## src/rtl/fetch_sequencer_pkg.sv

```systemverilog
// Shared definitions for the instruction fetch sequencer.
//   - fetchState_e : sequencer state (idle after reset, running, halted on fault)
//   - InstrBytes   : instruction size in bytes, also the sequential PC step
//   - OpJ/OpJal/OpBne : opcodes of the instructions that drive redirects
//   - addrLegal()  : word-aligned and inside the instruction memory
package fetch_sequencer_pkg;

    typedef enum logic [1:0] {
        StIdle,
        StRun,
        StHalt
    } fetchState_e;

    localparam int unsigned InstrBytes = 4;

    // Addresses are widened to this width before the legality compare.
    localparam int unsigned AddrCheckW = 64;

    localparam logic [5:0] OpJ   = 6'b000010;
    localparam logic [5:0] OpJal = 6'b000011;
    localparam logic [5:0] OpBne = 6'b000101;

    // Legal fetch address: aligned to a word and no higher than the last word.
    function automatic logic addrLegal(input logic [AddrCheckW-1:0] addr,
                                       input logic [AddrCheckW-1:0] memBytes);
        return (addr[1:0] == 2'b00) && (addr <= memBytes - AddrCheckW'(InstrBytes));
    endfunction

endpackage

```

## src/rtl/fetch_perf_counter.sv

```systemverilog
// Saturating event counter used for fetch statistics.
// Ports:
//   clk, rst_n : clock and asynchronous active-low reset (count clears to 0)
//   inc        : count one event this cycle
//   count      : current value, sticks at all-ones
module fetch_perf_counter
    import fetch_sequencer_pkg::*;
#(
    parameter int unsigned Width = 32
) (
    input  logic             clk,
    input  logic             rst_n,
    input  logic             inc,
    output logic [Width-1:0] count
);

    logic [Width-1:0] countQ;

    always_ff @(posedge clk or negedge rst_n) begin
        if (!rst_n) begin
            countQ <= '0;
        end else if (inc && (countQ != '1)) begin
            countQ <= countQ + Width'(1);
        end
    end

    assign count = countQ;

endmodule

```

## src/rtl/fetch_sequencer.sv

```systemverilog
// Instruction fetch sequencer for the single-cycle core.
// Owns the PC, reads a combinational instruction memory and registers the word into a
// one-entry valid/ready output slot. Redirects flush the slot and reload the PC; an
// illegal redirect target or running off the end of memory raises a sticky fault and
// halts fetch until reset.
// Ports:
//   clk, rst_n                       : clock, asynchronous active-low reset
//   mem_addr / mem_instr             : memory read address (= pc) and returned word
//   redirect_valid / redirect_target : jump/branch/jr redirect request
//   stall                            : freeze fetch
//   inst_valid/inst/inst_pc/inst_pc_plus4, inst_ready : output slot handshake
//   fault / fault_addr               : sticky illegal-address flag and offending address
// Optional build macro FETCH_PERF_CNT_EN adds fetch_count and redirect_count outputs.
module fetch_sequencer
    import fetch_sequencer_pkg::*;
#(
    parameter int unsigned       ADDR_W    = 32,
    parameter logic [ADDR_W-1:0] RESET_PC  = '0,
    parameter int unsigned       MEM_BYTES = 32
) (
    input  logic              clk,
    input  logic              rst_n,
    output logic [ADDR_W-1:0] mem_addr,
    input  logic [31:0]       mem_instr,
    input  logic              redirect_valid,
    input  logic [ADDR_W-1:0] redirect_target,
    input  logic              stall,
    output logic              inst_valid,
    output logic [31:0]       inst,
    output logic [ADDR_W-1:0] inst_pc,
    output logic [ADDR_W-1:0] inst_pc_plus4,
    input  logic              inst_ready,
    output logic              fault,
    output logic [ADDR_W-1:0] fault_addr
`ifdef FETCH_PERF_CNT_EN
    ,
    output logic [31:0]       fetch_count,
    output logic [31:0]       redirect_count
`endif
);

    fetchState_e stateQ, stateD;

    logic [ADDR_W-1:0] pcQ;
    logic              instValidQ;
    logic [31:0]       instQ;
    logic [ADDR_W-1:0] instPcQ;
    logic [ADDR_W-1:0] instPcPlus4Q;
    logic              faultQ;
    logic [ADDR_W-1:0] faultAddrQ;
    // The word at pc has been captured but pc+4 is outside memory, so the next
    // sequential step is the one that faults.
    logic              atEndQ;

    logic [ADDR_W-1:0] seqNext;
    logic              seqLegal;
    logic              redirectLegal;
    logic              slotFree;
    logic              takeRedirect;
    logic              redirectFault;
    logic              seqFault;
    logic              capture;
    logic              drain;
    logic              faultNow;

    assign seqNext       = pcQ + ADDR_W'(InstrBytes);
    assign seqLegal      = addrLegal(AddrCheckW'(seqNext), AddrCheckW'(MEM_BYTES));
    assign redirectLegal = addrLegal(AddrCheckW'(redirect_target), AddrCheckW'(MEM_BYTES));
    assign slotFree      = !instValidQ || inst_ready;
    assign faultNow      = redirectFault || seqFault;

    // State register.
    always_ff @(posedge clk or negedge rst_n) begin
        if (!rst_n) begin
            stateQ <= StIdle;
        end else begin
            stateQ <= stateD;
        end
    end

    // Next-state logic.
    always_comb begin
        stateD = stateQ;
        unique case (stateQ)
            StIdle:  stateD = StRun;
            StRun:   if (faultNow) stateD = StHalt;
            StHalt:  stateD = StHalt;
            default: stateD = StIdle;
        endcase
    end

    // Per-cycle action decode; redirect outranks stall and the handshake.
    always_comb begin
        takeRedirect  = 1'b0;
        redirectFault = 1'b0;
        seqFault      = 1'b0;
        capture       = 1'b0;
        drain         = 1'b0;
        if (stateQ == StRun) begin
            if (redirect_valid) begin
                takeRedirect  = redirectLegal;
                redirectFault = !redirectLegal;
            end else if (slotFree) begin
                if (stall) begin
                    drain = 1'b1;
                end else if (atEndQ) begin
                    seqFault = 1'b1;
                end else begin
                    capture = 1'b1;
                end
            end
        end
    end

    always_ff @(posedge clk or negedge rst_n) begin
        if (!rst_n) begin
            pcQ          <= RESET_PC;
            instValidQ   <= 1'b0;
            instQ        <= '0;
            instPcQ      <= '0;
            instPcPlus4Q <= ADDR_W'(InstrBytes);
            faultQ       <= 1'b0;
            faultAddrQ   <= '0;
            atEndQ       <= 1'b0;
        end else if (takeRedirect) begin
            pcQ        <= redirect_target;
            instValidQ <= 1'b0;
            atEndQ     <= 1'b0;
        end else if (faultNow) begin
            // pc is left alone so it never points outside memory.
            faultQ     <= 1'b1;
            faultAddrQ <= redirectFault ? redirect_target : seqNext;
            instValidQ <= 1'b0;
        end else if (capture) begin
            instQ        <= mem_instr;
            instPcQ      <= pcQ;
            instPcPlus4Q <= seqNext;
            instValidQ   <= 1'b1;
            if (seqLegal) begin
                pcQ <= seqNext;
            end else begin
                atEndQ <= 1'b1;
            end
        end else if (drain) begin
            instValidQ <= 1'b0;
        end
    end

    assign mem_addr      = pcQ;
    assign inst_valid    = instValidQ;
    assign inst          = instQ;
    assign inst_pc       = instPcQ;
    assign inst_pc_plus4 = instPcPlus4Q;
    assign fault         = faultQ;
    assign fault_addr    = faultAddrQ;

`ifdef FETCH_PERF_CNT_EN
    fetch_perf_counter #(
        .Width (32)
    ) u_fetch_cnt (
        .clk   (clk),
        .rst_n (rst_n),
        .inc   (capture),
        .count (fetch_count)
    );

    fetch_perf_counter #(
        .Width (32)
    ) u_redirect_cnt (
        .clk   (clk),
        .rst_n (rst_n),
        .inc   (takeRedirect),
        .count (redirect_count)
    );
`endif

endmodule

```

## config.mk

```make
export PLATFORM = sky130hd
export DESIGN_NAME = fetch_sequencer
export DESIGN_NICKNAME = d
export VERILOG_FILES = /design/src/rtl/fetch_sequencer_pkg.sv /design/src/rtl/fetch_perf_counter.sv /design/src/rtl/fetch_sequencer.sv
export SDC_FILE = /design/constraint.sdc
export NUM_CORES = 1
export LEC_CHECK = 0
export CORE_ASPECT_RATIO = 1.5
export CORE_MARGIN = 5
export CORE_UTILIZATION = 51
export CTS_CLUSTER_DIAMETER = 150
export DETAILED_ROUTE_END_ITERATION = 8
export PLACE_DENSITY = 0.95
export SLEW_MARGIN = 30
export SYNTH_ARGS = -nofsm -noshare
export SYNTH_HDL_FRONTEND = slang
export SYNTH_HIERARCHICAL = 1
export SYNTH_SLANG_ARGS = --single-unit
```

## constraint.sdc

```tcl
create_clock -name clk -period 9.35 [get_ports clk]
set_input_delay 0.935 -clock clk [delete_from_list [all_inputs] [get_ports clk]]
set_output_delay 0.935 -clock clk [all_outputs]
set_load 0.01 [all_outputs]
```

==> results.cfg <==
[yosys]
synth_cell_types = 52
synth-seq-cells = 163
synth-edff-count = 0
ys_warn_count = 6
ys_seq_area_share_pct = 54.6
syn_nets = 868
yosys_most_used_dff = dfrtp_1
syn-cell-area_mm2 = 0.00747
syn_avg_cell_area_um2 = 9.40
async_flop_share_pct = 100
syn_inst = 795

[sta]
rsz0062_at_grt = false
relSlewSlack_pct = 41.2
fin_crit_ns = 3.63
setup_viol = 0
hold_viol_final = 0
worst_pin_slew_ns = 0.882
skew_ns = 0.00807
period_share_pct = 38.8
fmax_mhz = 276
drv_slew = 0
setup_tns_ns = 0

[critical_path]
worst_setup_path_start_kind = flop
path_buf_inv = 0
reg2reg_to = mem_addr[10]
crit_type = reg -> reg
required_ns = 9.66
cp.depth = 9
crit_family = simple AND/OR/NAND/NOR gates
critPathMaxStageDelay_ns = 0.58
reg2regPathDepth = 9
cp_common_cell = or4_1
reg2reg_slack_ns = 5.72
crit_arrival_ns = 3.94
startpoint = mem_addr[3]
cp-end-kind = flop
critPathMaxFanout = 27
cp-endpoint = mem_addr[10]
rr_startpoint = mem_addr[3]
critPathSlowestCell = or4_1
path_cells = ha_1 > nand3_1 > or4_1 > o21ai_1 > nand4_1 > or4_1 > or3_1 > and2b_4 > and2_1

[global_route]
grt_pass1_vias = 6588
antenna_found_initial = 0
grt_util_all_layers_pct = 26.4
grt-ovfl-total = 0
grt_pass1_wl_um = 34900
grt_max_degree = 104

[hold_path]
hp-class = reg -> reg
worstHoldStart = inst_pc[15]

[placed_design]
hpwlAfterDp_um = 16100
place_congestion = 0.872
place_area_mm2 = 0.00985
dp_cells = 1169
port_buffers = 230

[detailed_routing]
drt_iter0_drc = 385
drc = 0
vias_per_cell = 5.38
wl_per_cell_um = 18.6
firstDrtPassIters = 5
vias = 6463
ant_nets = 0
postRouteWirelength_um = 22300

[power_and_ir_drop]
power_density_mw_per_mm2 = 183
p_total_mw = 1.91
ir_worst_vdd_uv = 126
leakage_nw = 4.77

[finish]
drive_gt1_share_pct = 9.85
fin_cells = 1201
seq_area_mm2 = 0.00408
final_cell_area_mm2 = 0.0104
multi_input_area_mm2 = 0.00313
layout.nets = 1065
antenna-diode-count = 0
syn2layout_area_growth_pct = 39.6
nFillCells = 1035

[clock_tree]
clock_latency_ns = 0.42
clockBufferDepth = 2
clk_root_buffer_cell = clkbuf_16
cts_resized = 0
clk_pin_slew_ns = 0.07
cts_hold_buf = 0
post_cts_buffers = 0
cts_htree_levels = 4
cts_buffers = 17
cts_tree = yes
clock-sinks = 163

[floorplanning]
io_pins = 231
fp-row-count = 54
die_h_um = 158
die_w_um = 109
core_mm2 = 0.0145
dieArea_mm2 = 0.0172
initial_core_util_pct = 51.7

[outcome]
status = completed

[job]
cap_violations = 0
[report_power, final]
| part | internal, mW | switching (mW) |
|---|---|---|
| sequential | 0.777 | 0.0428 |
| clock | 0.383 | 0.304 |
| combinational | 0.228 | 0.176 |
[cell families after synthesis]
group,share of synthesized area [%]
buffers and inverters,3.93
adders and majority gates,0.670
muxes,4.62
xor gates and xnor gates,3.63
DFF,54.6
AOI/OAI and AO/OA,6.76
and+or+nand+nor,25.8
[registers in the layout, indices dropped and copies added, names as in the netlist]
name	count
inst_valid	1
fault	1
inst_pc	32
fault_addr	32
stateQ	2
atEndQ	1
mem_addr	32
inst	32
inst_pc_plus4	30
[layout by cell type, fill, tap and decap left out, drive strengths merged, types with 2 or more instances in the layout]
cell | Yosys | routed
mux2i | 3 | 3
nor2 | 45 | 45
o21ai | 42 | 42
nor4 | 12 | 12
clkbuf | 41 | 19
mux2 | 28 | 28
nand4 | 16 | 16
nor3 | 11 | 11
nand3b | 2 | 2
or4 | 3 | 3
inv | 7 | 15
a211oi | 2 | 2
nor2b | 3 | 3
nand2b | 2 | 2
nand3 | 19 | 19
and2 | 32 | 32
ha | 4 | 4
or3 | 4 | 4
clkdlybuf4s50 | 0 | 229
xor2 | 11 | 11
and3 | 8 | 8
dfrtp | 162 | 162
buf | 17 | 6
xnor2 | 20 | 20
nand2 | 240 | 240
nor3b | 2 | 2
a21oi | 35 | 35
and4 | 8 | 8
clkinv | 0 | 3
clkinvlp | 0 | 2
[worst register-to-register path, cell delays in order, from the launching register on]
cell and delay, ns:
dfrtp_1 0.51, ha_1 0.33, nand3_1 0.22, or4_1 0.58, o21ai_1 0.17, nand4_1 0.11, or4_1 0.54, or3_1 0.54
and2b_4 0.32, and2_1 0.21
[final cells by class]
type,count,share of cell area [%]
Timing Repair Buffer,236,22.7
Sequential cell,163,39.1
Clock buffer,18,4.21
Clock inverter,14,1.37
Multi-Input combinational cell,567,30.0
Inverter,7,0.252
Tap cell,196,2.35
[synthesized netlist by cell type (2+ instances only)]
cell      count  area [um2]
nand2_1     240         901
dfrtp_1     162        4050
nor2_1       45         169
clkbuf_1     41         154
o21ai_0      41         205
a21oi_1      35         175
mux2_2       28         315
and2_4       20         175
xnor2_1      20         175
nand3_1      17        85.1
nand4_1      16         100
and2_1       12        75.1
nor4_1       12        75.1
nor3_1       11        55.1
xor2_1       11        96.3
and4_1        8        70.1
and3_1        7        43.8
inv_1         7        26.3
buf_4         6        45.0
buf_1         4        15.0
buf_2         4        20.0
ha_1          4        50.1
or3_1         4        25.0
buf_6         3        33.8
mux2i_1       3        30.0
nor2b_1       3        18.8
or4_1         3        22.5
nand2b_1      2        12.5
nand3b_1      2        15.0
nor3b_1       2        15.0
[metal layers]
layer / wire length [um] / vias up / track usage, %
met5: 0 / - / 0
met4: 1160 / 0 / 13.2
met3: 1250 / 74 / 4.50
met2: 11400 / 246 / 44.9
met1: 8500 / 3120 / 32.2
li1: - / 3023 / -
[through the flow]
step / hold WS [ns] / util, % / setup WS [ns]
floorplan: 0.486 / - / 6.17
global placement: 0.456 / 67.9 / 5.75
detailed placement: 0.462 / 68.1 / 5.81
CTS: 0.478 / 72.1 / 5.76
global route: 0.496 / 72.1 / 5.52
finish: 0.475 / 72.1 / 5.72
[how the worst min path moves through the flow]
stage                                   to  slack (ns)  cells past startpoint
after CTS                          inst[5]        0.48                      2
after global routing                 fault        0.50                      1
after floorplan           inst_pc_plus4[2]        0.49                      2
final                          inst_pc[15]        0.47                      2
after detailed placement          inst[10]        0.46                      2
after global placement            inst[30]        0.46                      2
Note: power is estimated with default switching activity, not from simulation.
